==> src/rtl/alu_pkg.sv <==
// Shared ALU definitions: control codes, ALUOp encodings, FSM states.
package alu_pkg;

   // 4-bit ALU control codes produced by the ALU control decoder
   localparam logic [3:0] AND_OP = 4'd0;
   localparam logic [3:0] OR_OP  = 4'd1;
   localparam logic [3:0] ADD_OP = 4'd2;
   localparam logic [3:0] SLL_OP = 4'd3;
   localparam logic [3:0] SRL_OP = 4'd4;
   localparam logic [3:0] SUB_OP = 4'd5;
   localparam logic [3:0] SLT_OP = 4'd7;
   localparam logic [3:0] NOR_OP = 4'd12;

   // ALUOp from the main control unit to the ALU control decoder
   typedef enum logic [1:0] {
      AluOpAdd   = 2'd0,
      AluOpSub   = 2'd1,
      AluOpFunct = 2'd2
   } alu_op_e;

   // Execution unit sequencing
   typedef enum logic [1:0] {
      StIdle  = 2'd0,
      StShift = 2'd1,
      StDone  = 2'd2
   } exec_state_e;

   function automatic logic is_shift(input logic [3:0] code);
      return (code == SLL_OP) || (code == SRL_OP);
   endfunction

endpackage

==> src/rtl/alu_logic_core.sv <==
// Combinational single-cycle ALU datapath (no shifts).
module alu_logic_core
   import alu_pkg::*;
#(
   parameter int unsigned DATA_W = 32
) (
   input  logic [3:0]        alu_control,
   input  logic [DATA_W-1:0] op_a,
   input  logic [DATA_W-1:0] op_b,
   output logic [DATA_W-1:0] result
);

   // Select the operation; shift and undefined codes yield zero
   always_comb begin
      result = '0;
      case (alu_control)
         AND_OP:  result = op_a & op_b;
         OR_OP:   result = op_a | op_b;
         ADD_OP:  result = op_a + op_b;
         SUB_OP:  result = op_a - op_b;
         SLT_OP:  result = {{(DATA_W-1){1'b0}}, ($signed(op_a) < $signed(op_b))};
         NOR_OP:  result = ~(op_a | op_b);
         default: result = '0;
      endcase
   end

endmodule

==> src/rtl/alu_exec_unit.sv <==
// Execute-stage ALU: single-cycle ops plus iterative one-bit-per-cycle SLL/SRL.
module alu_exec_unit
   import alu_pkg::*;
#(
   parameter int unsigned DATA_W  = 32,
   parameter int unsigned SHAMT_W = 5
) (
   input  logic               clk,
   input  logic               arst,
   input  logic               in_valid,
   output logic               in_ready,
   input  logic [3:0]         alu_control,
   input  logic [DATA_W-1:0]  op_a,
   input  logic [DATA_W-1:0]  op_b,
   input  logic [SHAMT_W-1:0] shamt,
   output logic               out_valid,
   input  logic               out_ready,
   output logic [DATA_W-1:0]  result,
   output logic               zero
);

   exec_state_e        state_q, state_d;
   logic [DATA_W-1:0]  result_q, result_d;
   logic [DATA_W-1:0]  shreg_q, shreg_d;
   logic [SHAMT_W-1:0] cnt_q, cnt_d;
   logic               left_q, left_d;
   logic               zero_q, zero_d;
   logic               res_we;
   logic [DATA_W-1:0]  core_res;
   logic [DATA_W-1:0]  sh_src, sh_one;
   logic               sh_left;

   alu_logic_core #(
      .DATA_W (DATA_W)
   ) u_core (
      .alu_control (alu_control),
      .op_a        (op_a),
      .op_b        (op_b),
      .result      (core_res)
   );

   // One-bit shift step; the accept edge performs the first step directly on op_b
   always_comb begin
      sh_src  = (state_q == StIdle) ? op_b : shreg_q;
      sh_left = (state_q == StIdle) ? (alu_control == SLL_OP) : left_q;
      sh_one  = sh_left ? (sh_src << 1) : (sh_src >> 1);
   end

   // Next-state, shifter and result capture
   always_comb begin
      state_d  = state_q;
      result_d = result_q;
      shreg_d  = shreg_q;
      cnt_d    = cnt_q;
      left_d   = left_q;
      res_we   = 1'b0;
      unique case (state_q)
         StIdle: begin
            if (in_valid) begin
               if (is_shift(alu_control)) begin
                  left_d = (alu_control == SLL_OP);
                  if (shamt == '0) begin
                     result_d = op_b;
                     res_we   = 1'b1;
                     state_d  = StDone;
                  end else if (shamt == SHAMT_W'(1)) begin
                     result_d = sh_one;
                     res_we   = 1'b1;
                     state_d  = StDone;
                  end else begin
                     // cnt holds the shifts still to do after this edge
                     shreg_d = sh_one;
                     cnt_d   = shamt - 1'b1;
                     state_d = StShift;
                  end
               end else begin
                  result_d = core_res;
                  res_we   = 1'b1;
                  state_d  = StDone;
               end
            end
         end
         StShift: begin
            cnt_d = cnt_q - 1'b1;
            if (cnt_q == SHAMT_W'(1)) begin
               result_d = sh_one;
               res_we   = 1'b1;
               state_d  = StDone;
            end else begin
               shreg_d = sh_one;
            end
         end
         StDone: begin
            if (out_ready) state_d = StIdle;
         end
         default: state_d = StIdle;
      endcase
      zero_d = res_we ? (result_d == '0) : zero_q;
   end

   // State and datapath registers, cleared asynchronously
   always_ff @(posedge clk or posedge arst) begin
      if (arst) begin
         state_q  <= StIdle;
         result_q <= '0;
         shreg_q  <= '0;
         cnt_q    <= '0;
         left_q   <= 1'b0;
         zero_q   <= 1'b0;
      end else begin
         state_q  <= state_d;
         result_q <= result_d;
         shreg_q  <= shreg_d;
         cnt_q    <= cnt_d;
         left_q   <= left_d;
         zero_q   <= zero_d;
      end
   end

   assign in_ready  = (state_q == StIdle);
   assign out_valid = (state_q == StDone);
   assign result    = result_q;
   assign zero      = zero_q;

endmodule

==> config.mk <==
export PLATFORM = sky130hd
export DESIGN_NAME = alu_exec_unit
export DESIGN_NICKNAME = d
export VERILOG_FILES = /design/src/rtl/alu_pkg.sv /design/src/rtl/alu_logic_core.sv /design/src/rtl/alu_exec_unit.sv
export SDC_FILE = /design/constraint.sdc
export NUM_CORES = 1
export LEC_CHECK = 0
export BUFFER_PORTS_ARGS = -buffer_cell sky130_fd_sc_hd__buf_4
export CAP_MARGIN = 20
export CORE_MARGIN = 3
export CORE_UTILIZATION = 56
export CTS_BUF_LIST = sky130_fd_sc_hd__clkbuf_2
export DETAILED_ROUTE_END_ITERATION = 7
export HOLD_SLACK_MARGIN = 0.05
export PLACE_DENSITY = 0.8
export SLEW_MARGIN = 5
export SYNTH_ARGS = -nofsm -noshare
export SYNTH_HDL_FRONTEND = slang
export SYNTH_HIERARCHICAL = 1
export SYNTH_SLANG_ARGS = --single-unit
export TNS_END_PERCENT = 100
==> constraint.sdc <==
create_clock -name clk -period 2.52 [get_ports clk]
set_clock_uncertainty 0.15 [all_clocks]
set_input_delay 0.504 -clock clk [delete_from_list [all_inputs] [get_ports clk]]
set_output_delay 0.504 -clock clk [all_outputs]
set_load 0.1 [all_outputs]
==> results.sh, run 1 <==
export IMPL_failed_stage="5_1_grt"
export IMPL_start_util=0.576
export IMPL_io_pins=112
export IMPL_ys_ff_latch=73
export IMPL_ys_warn_count=6
export IMPL_yosysUniqueCellTypes=98
export IMPL_cts_buffer_depth=2
export IMPL_syn_area_mm2=0.0104
export IMPL_die_y_um=143
export IMPL_htreeDepth=3
export IMPL_root_buffer="clkbuf_2"
export IMPL_endpoint_type="sequential cell input"
export IMPL_async_flop_share=1.00
export IMPL_num_rows=49
export IMPL_syn_nets=1607
export IMPL_netlist_area_leader_share=0.175
export IMPL_synthFlopType="dfrtp_1"
export IMPL_dp_hpwl_um=39200
export IMPL_clock_sinks=73
export IMPL_synth_edff_count=0
export IMPL_run_status="stopped before the end"
export IMPL_synthTopCellsByArea="dfrtp_1 17%, ha_1 13%, nand2_1 5.9%"
export IMPL_worst_endpoint="zero$_DFFE_PP0P_/D"
export IMPL_place_ws_ns=-2.13
export IMPL_syn_inst=1421
export IMPL_grt_max_degree=44
export IMPL_gp_congestion=1.12
export IMPL_fp_dieW_um=143
export IMPL_avgSynthCellArea_um2=7.35
export IMPL_error="[ERROR GRT-0232] Routing congestion too high. Check the congestion heatmap in the GUI."
export IMPL_io_buffers=111
export IMPL_grt_total_usage=0.735
export IMPL_cts_made_buffers=9
export IMPL_grt_overflow_total=9
export IMPL_synth_seq_area_share=0.175
export IMPL_synth_area_leader_cell="dfrtp_1"
==> synthesized netlist by cell type (12+ instances only) <==
master    instances
a221oi_1         42
nand2b_1         13
nor4_1           14
a22oi_1          16
mux2_2           17
dfrtp_1          73
nor2b_1          36
buf_2            31
mux2i_1          13
or3_1            12
nor2_1          108
nor3_1           39
o21ai_0         100
inv_1           109
nand3_1          42
a21o_1           18
a21oi_1          85
o211ai_1         27
a221o_1          13
clkbuf_1         45
a211oi_1         40
nand2_1         165
a31oi_1          33
ha_1            107
==> cell families after synthesis <==
logic type / after synthesis / synth area share
muxes: 30 / 0.0308
and+or+nand+nor: 486 / 0.231
DFF: 73 / 0.175
AOI/OAI and AO/OA: 511 / 0.343
adders and majority gates: 109 / 0.132
xor gates and xnor gates: 6 / 0.00503
buffers and inverters: 206 / 0.0831
==> stage by stage <==
step,cells,cell area [µm²],hold slack [ns],util,TNS (ns)
after CTS,2203,16300,0.241,0.896,-14.40
after detailed placement,2155,15400,0.333,0.850,-56.51
after global placement,2155,15400,0.319,0.850,-51.64
after floorplan,1421,10900,0.299,-,-14.95
==> layer usage <==
layer	track usage	overflow
met1	0.739	0
met2	0.889	6
met3	0.604	0
met4	0.692	3
met5	0.316	0
==> timing repair <==
item	CTS
hold buffers	2
endpoints found under the setup margin	32
gates resized for setup	116
endpoints found under the hold margin	21
pin swaps	80
setup buffers	37
cloned	1
==> run 2, diff against run 1 <==
Settings changed: CORE_UTILIZATION 56 to 40, CTS_BUF_LIST sky130_fd_sc_hd__clkbuf_2 to unset, HOLD_SLACK_MARGIN 0.05 to unset, PLACE_DENSITY 0.8 to unset, PLACE_DENSITY_LB_ADDON set to 0.15.
Clock period 2.52 ns to 3.3 ns, I/O delays scaled along.
==> run 2 against run 1 <==
Synthesized cell count unchanged. Area after synthesis unchanged. The flow now finishes, with violations (setup timing).
==> results.sh, run 2 <==
export IMPL_syn2layout_area_growth_pct=59.5
export IMPL_cpMaxStageDelayCell="or4_4"
export IMPL_ant_nets=0
export IMPL_r2r_start="cnt_q[1]$_DFFE_PP0P_"
export IMPL_cp_max_fo=3
export IMPL_synth_xor_xnor_area_share=0.00503
export IMPL_r2r_cells=12
export IMPL_netlist_area_leader_share=0.175
export IMPL_die_y_um=168
export IMPL_fp_dieW_um=168
export IMPL_ys_warn_count=6
export IMPL_drv_slew=0
export IMPL_start_kind="input port"
export IMPL_cts_made_buffers=9
export IMPL_fp_coreArea_mm2=0.0254
export IMPL_synthFlopType="dfrtp_1"
export IMPL_io_buffers=111
export IMPL_regArea_mm2=0.00183
export IMPL_synthSimpleGateAreaFrac=0.231
export IMPL_critPathCapture="zero$_DFFE_PP0P_"
export IMPL_synthTopCellsByArea="dfrtp_1 17%, ha_1 13%, nand2_1 5.9%"
export IMPL_r2r_slack_ns=0.13
export IMPL_multiInputGateArea_mm2=0.00891
export IMPL_worstPathArrival_ns=4.26
export IMPL_layout_common_cells="551 x buf_4, 159 x nand2_1, 102 x nor2_1"
export IMPL_setup_worst_path_end_class="register"
export IMPL_routed_wl_um=49000
export IMPL_cp_required_ns=3.40
export IMPL_firstDrtPassIters=6
export IMPL_antenna_found_initial=0
export IMPL_clock_sinks=73
export IMPL_grt_max_degree=57
export IMPL_max_slew_margin=0.442
export IMPL_tightest_slew_ns=0.834
export IMPL_synth_compound_area_frac=0.343
export IMPL_final_cells=2263
export IMPL_grt_overflow_total=0
export IMPL_synthAdderAreaFrac=0.132
export IMPL_ys_ff_latch=73
export IMPL_nets=2115
export IMPL_leakagePower_nw=7.75
export IMPL_syn_nets=1607
export IMPL_yosysMostFrequentCell="nand2_1"
export IMPL_num_rows=58
export IMPL_tns_ns=-6.68
export IMPL_root_buffer="clkbuf_16"
export IMPL_layout_setup_ws_ns=-0.864
export IMPL_run_status="finished, violations left"
export IMPL_cts_buffer_depth=2
export IMPL_clock_latency_ns=0.34
export IMPL_layout_commonest_cell="buf_4"
export IMPL_dieArea_mm2=0.0281
export IMPL_syn_inst=1421
export IMPL_grt_total_usage=0.331
export IMPL_wl_per_cell_um=21.7
export IMPL_drtIter0Drc=1317
export IMPL_p_per_area_mw_per_mm2=434
export IMPL_max_stage_delay_ns=0.59
export IMPL_critPathKind="input port to register"
export IMPL_finalSetupViolations=22
export IMPL_n_fill_cell=2248
export IMPL_via_per_inst=6.03
export IMPL_cts_tree="done"
export IMPL_r2r_end="zero$_DFFE_PP0P_"
export IMPL_io_pins=112
export IMPL_clk_pin_slew_ns=0.06
export IMPL_crit_path_frequent_cell="nor2_2"
export IMPL_hold_violations=0
export IMPL_placedCellCount=2226
export IMPL_p_total_w=0.00724
export IMPL_route_detailed_drc=0
export IMPL_synth_area_leader_cell="dfrtp_1"
export IMPL_yosysUniqueCellTypes=98
export IMPL_grt_pass1_wl_um=74200
export IMPL_async_flop_share=1.00
export IMPL_final_util=0.656
export IMPL_synth_edff_count=0
export IMPL_crit_chain="buf_4 -> inv_4 -> ha_4 -> or4_4 -> a31oi_4 -> o32a_1 -> nor2_2 -> a311oi_2 -> buf_4 -> nor2_2 -> a221oi_2 -> o21ai_2 -> nor2_2 -> nor3_1 -> o21ai_1 -> o211ai_1 -> or4b_1 -> o31ai_2"
export IMPL_avgSynthCellArea_um2=7.35
export IMPL_htreeDepth=3
export IMPL_grt_pass1_vias=13100
export IMPL_syn_area_mm2=0.0104
export IMPL_ir_drop_uv=569
export IMPL_hold_path_class="input port to asynchronous set/reset pin"
export IMPL_yosys_top_cells_count="165 x nand2_1, 109 x inv_1, 108 x nor2_1, 107 x ha_1, 100 x o21ai_0"
export IMPL_max_freq_mhz=240
export IMPL_gp_congestion=0.982
export IMPL_drive_above_1_share=0.448
export IMPL_fin_crit_sh=1.26
export IMPL_violations="setup timing"
export IMPL_period_needed_ns=4.16
export IMPL_crit_start="op_a[12]"
export IMPL_synth_seq_area_share=0.175
export IMPL_dr_total_vias=13600
export IMPL_postCtsHoldBufs=0
export IMPL_diodes=0
export IMPL_synth_top_family_by_area="compound AO/OA/AOI/OAI gates"
export IMPL_dp_hpwl_um=39000
export IMPL_grt_setup_unrepaired="true"
export IMPL_max_cap_viol_count=0
export IMPL_synthMuxAreaShare=0.0308
export IMPL_start_util=0.411
## run 2: critical path: cells and delay by family
family | cells | cell delay, ns
and+or+nand+nor | 6 | 1.51
buffers and inverters | 3 | 0.34
AOI/OAI and AO/OA | 8 | 1.54
adders and majority gates | 1 | 0.20
## run 2: worst min path at each step
stage                                  from                      end  slack, ns  cells after the start
finish                                 arst  shreg_q[19]$_DFFE_PP0P_       0.25                      2
global route                           arst  shreg_q[19]$_DFFE_PP0P_       0.29                      2
CTS                                    arst  shreg_q[15]$_DFFE_PP0P_       0.27                      2
detailed placement  shreg_q[28]$_DFFE_PP0P_  shreg_q[28]$_DFFE_PP0P_       0.34                      2
global placement     shreg_q[0]$_DFFE_PP0P_   shreg_q[0]$_DFFE_PP0P_       0.32                      2
floorplan           shreg_q[31]$_DFFE_PP0P_  shreg_q[31]$_DFFE_PP0P_       0.30                      2
## run 2: cells by family after synthesis
kind of cell / after synthesis
XOR/XNOR: 6
adder cells (fa/ha/maj): 109
AO/OA/AOI/OAI: 511
flip-flops: 73
multiplexers: 30
AND/OR/NAND/NOR: 486
buffers and inverters: 206
## run 2: through the flow
step	area [µm²]	hold slack (ns)	setup slack, ns
finish	16700	0.254	-0.864
global route	16700	0.289	-1.02
CTS	16400	0.271	-0.808
detailed placement	15200	0.335	-1.38
global placement	15200	0.321	-1.36
floorplan	10800	0.299	-0.801
## run 2: final cells by class
type / count / area share
clock inverter: 5 / 0.00338
multi-input combinational: 1142 / 0.535
timing repair buffer: 594 / 0.286
tap: 330 / 0.0248
inverter: 109 / 0.0271
clock buffer: 10 / 0.0143
sequential: 73 / 0.110
## run 2: routing by layer
metal	GRT usage	wire length, µm	vias up
li1	-	-	6293
met5	0	0	-
met4	0.111	1970	0
met2	0.528	21800	640
met3	0.0411	3800	104
met1	0.465	21400	6605
## run 2: power by group
part           internal, W  switching [W]  leakage (nW)
logic              0.00183        0.00280          6.68
clock network     0.000601       0.000405         0.144
registers          0.00124       0.000363         0.918
total              0.00367        0.00357          7.75
## run 2: what timing repair did
action	CTS	global route
resized for setup	180	61
setup endpoints to repair	25	25
buffers inserted	22	12
pin swaps	100	58
No activity file was read; power rests on OpenSTA's default activity.
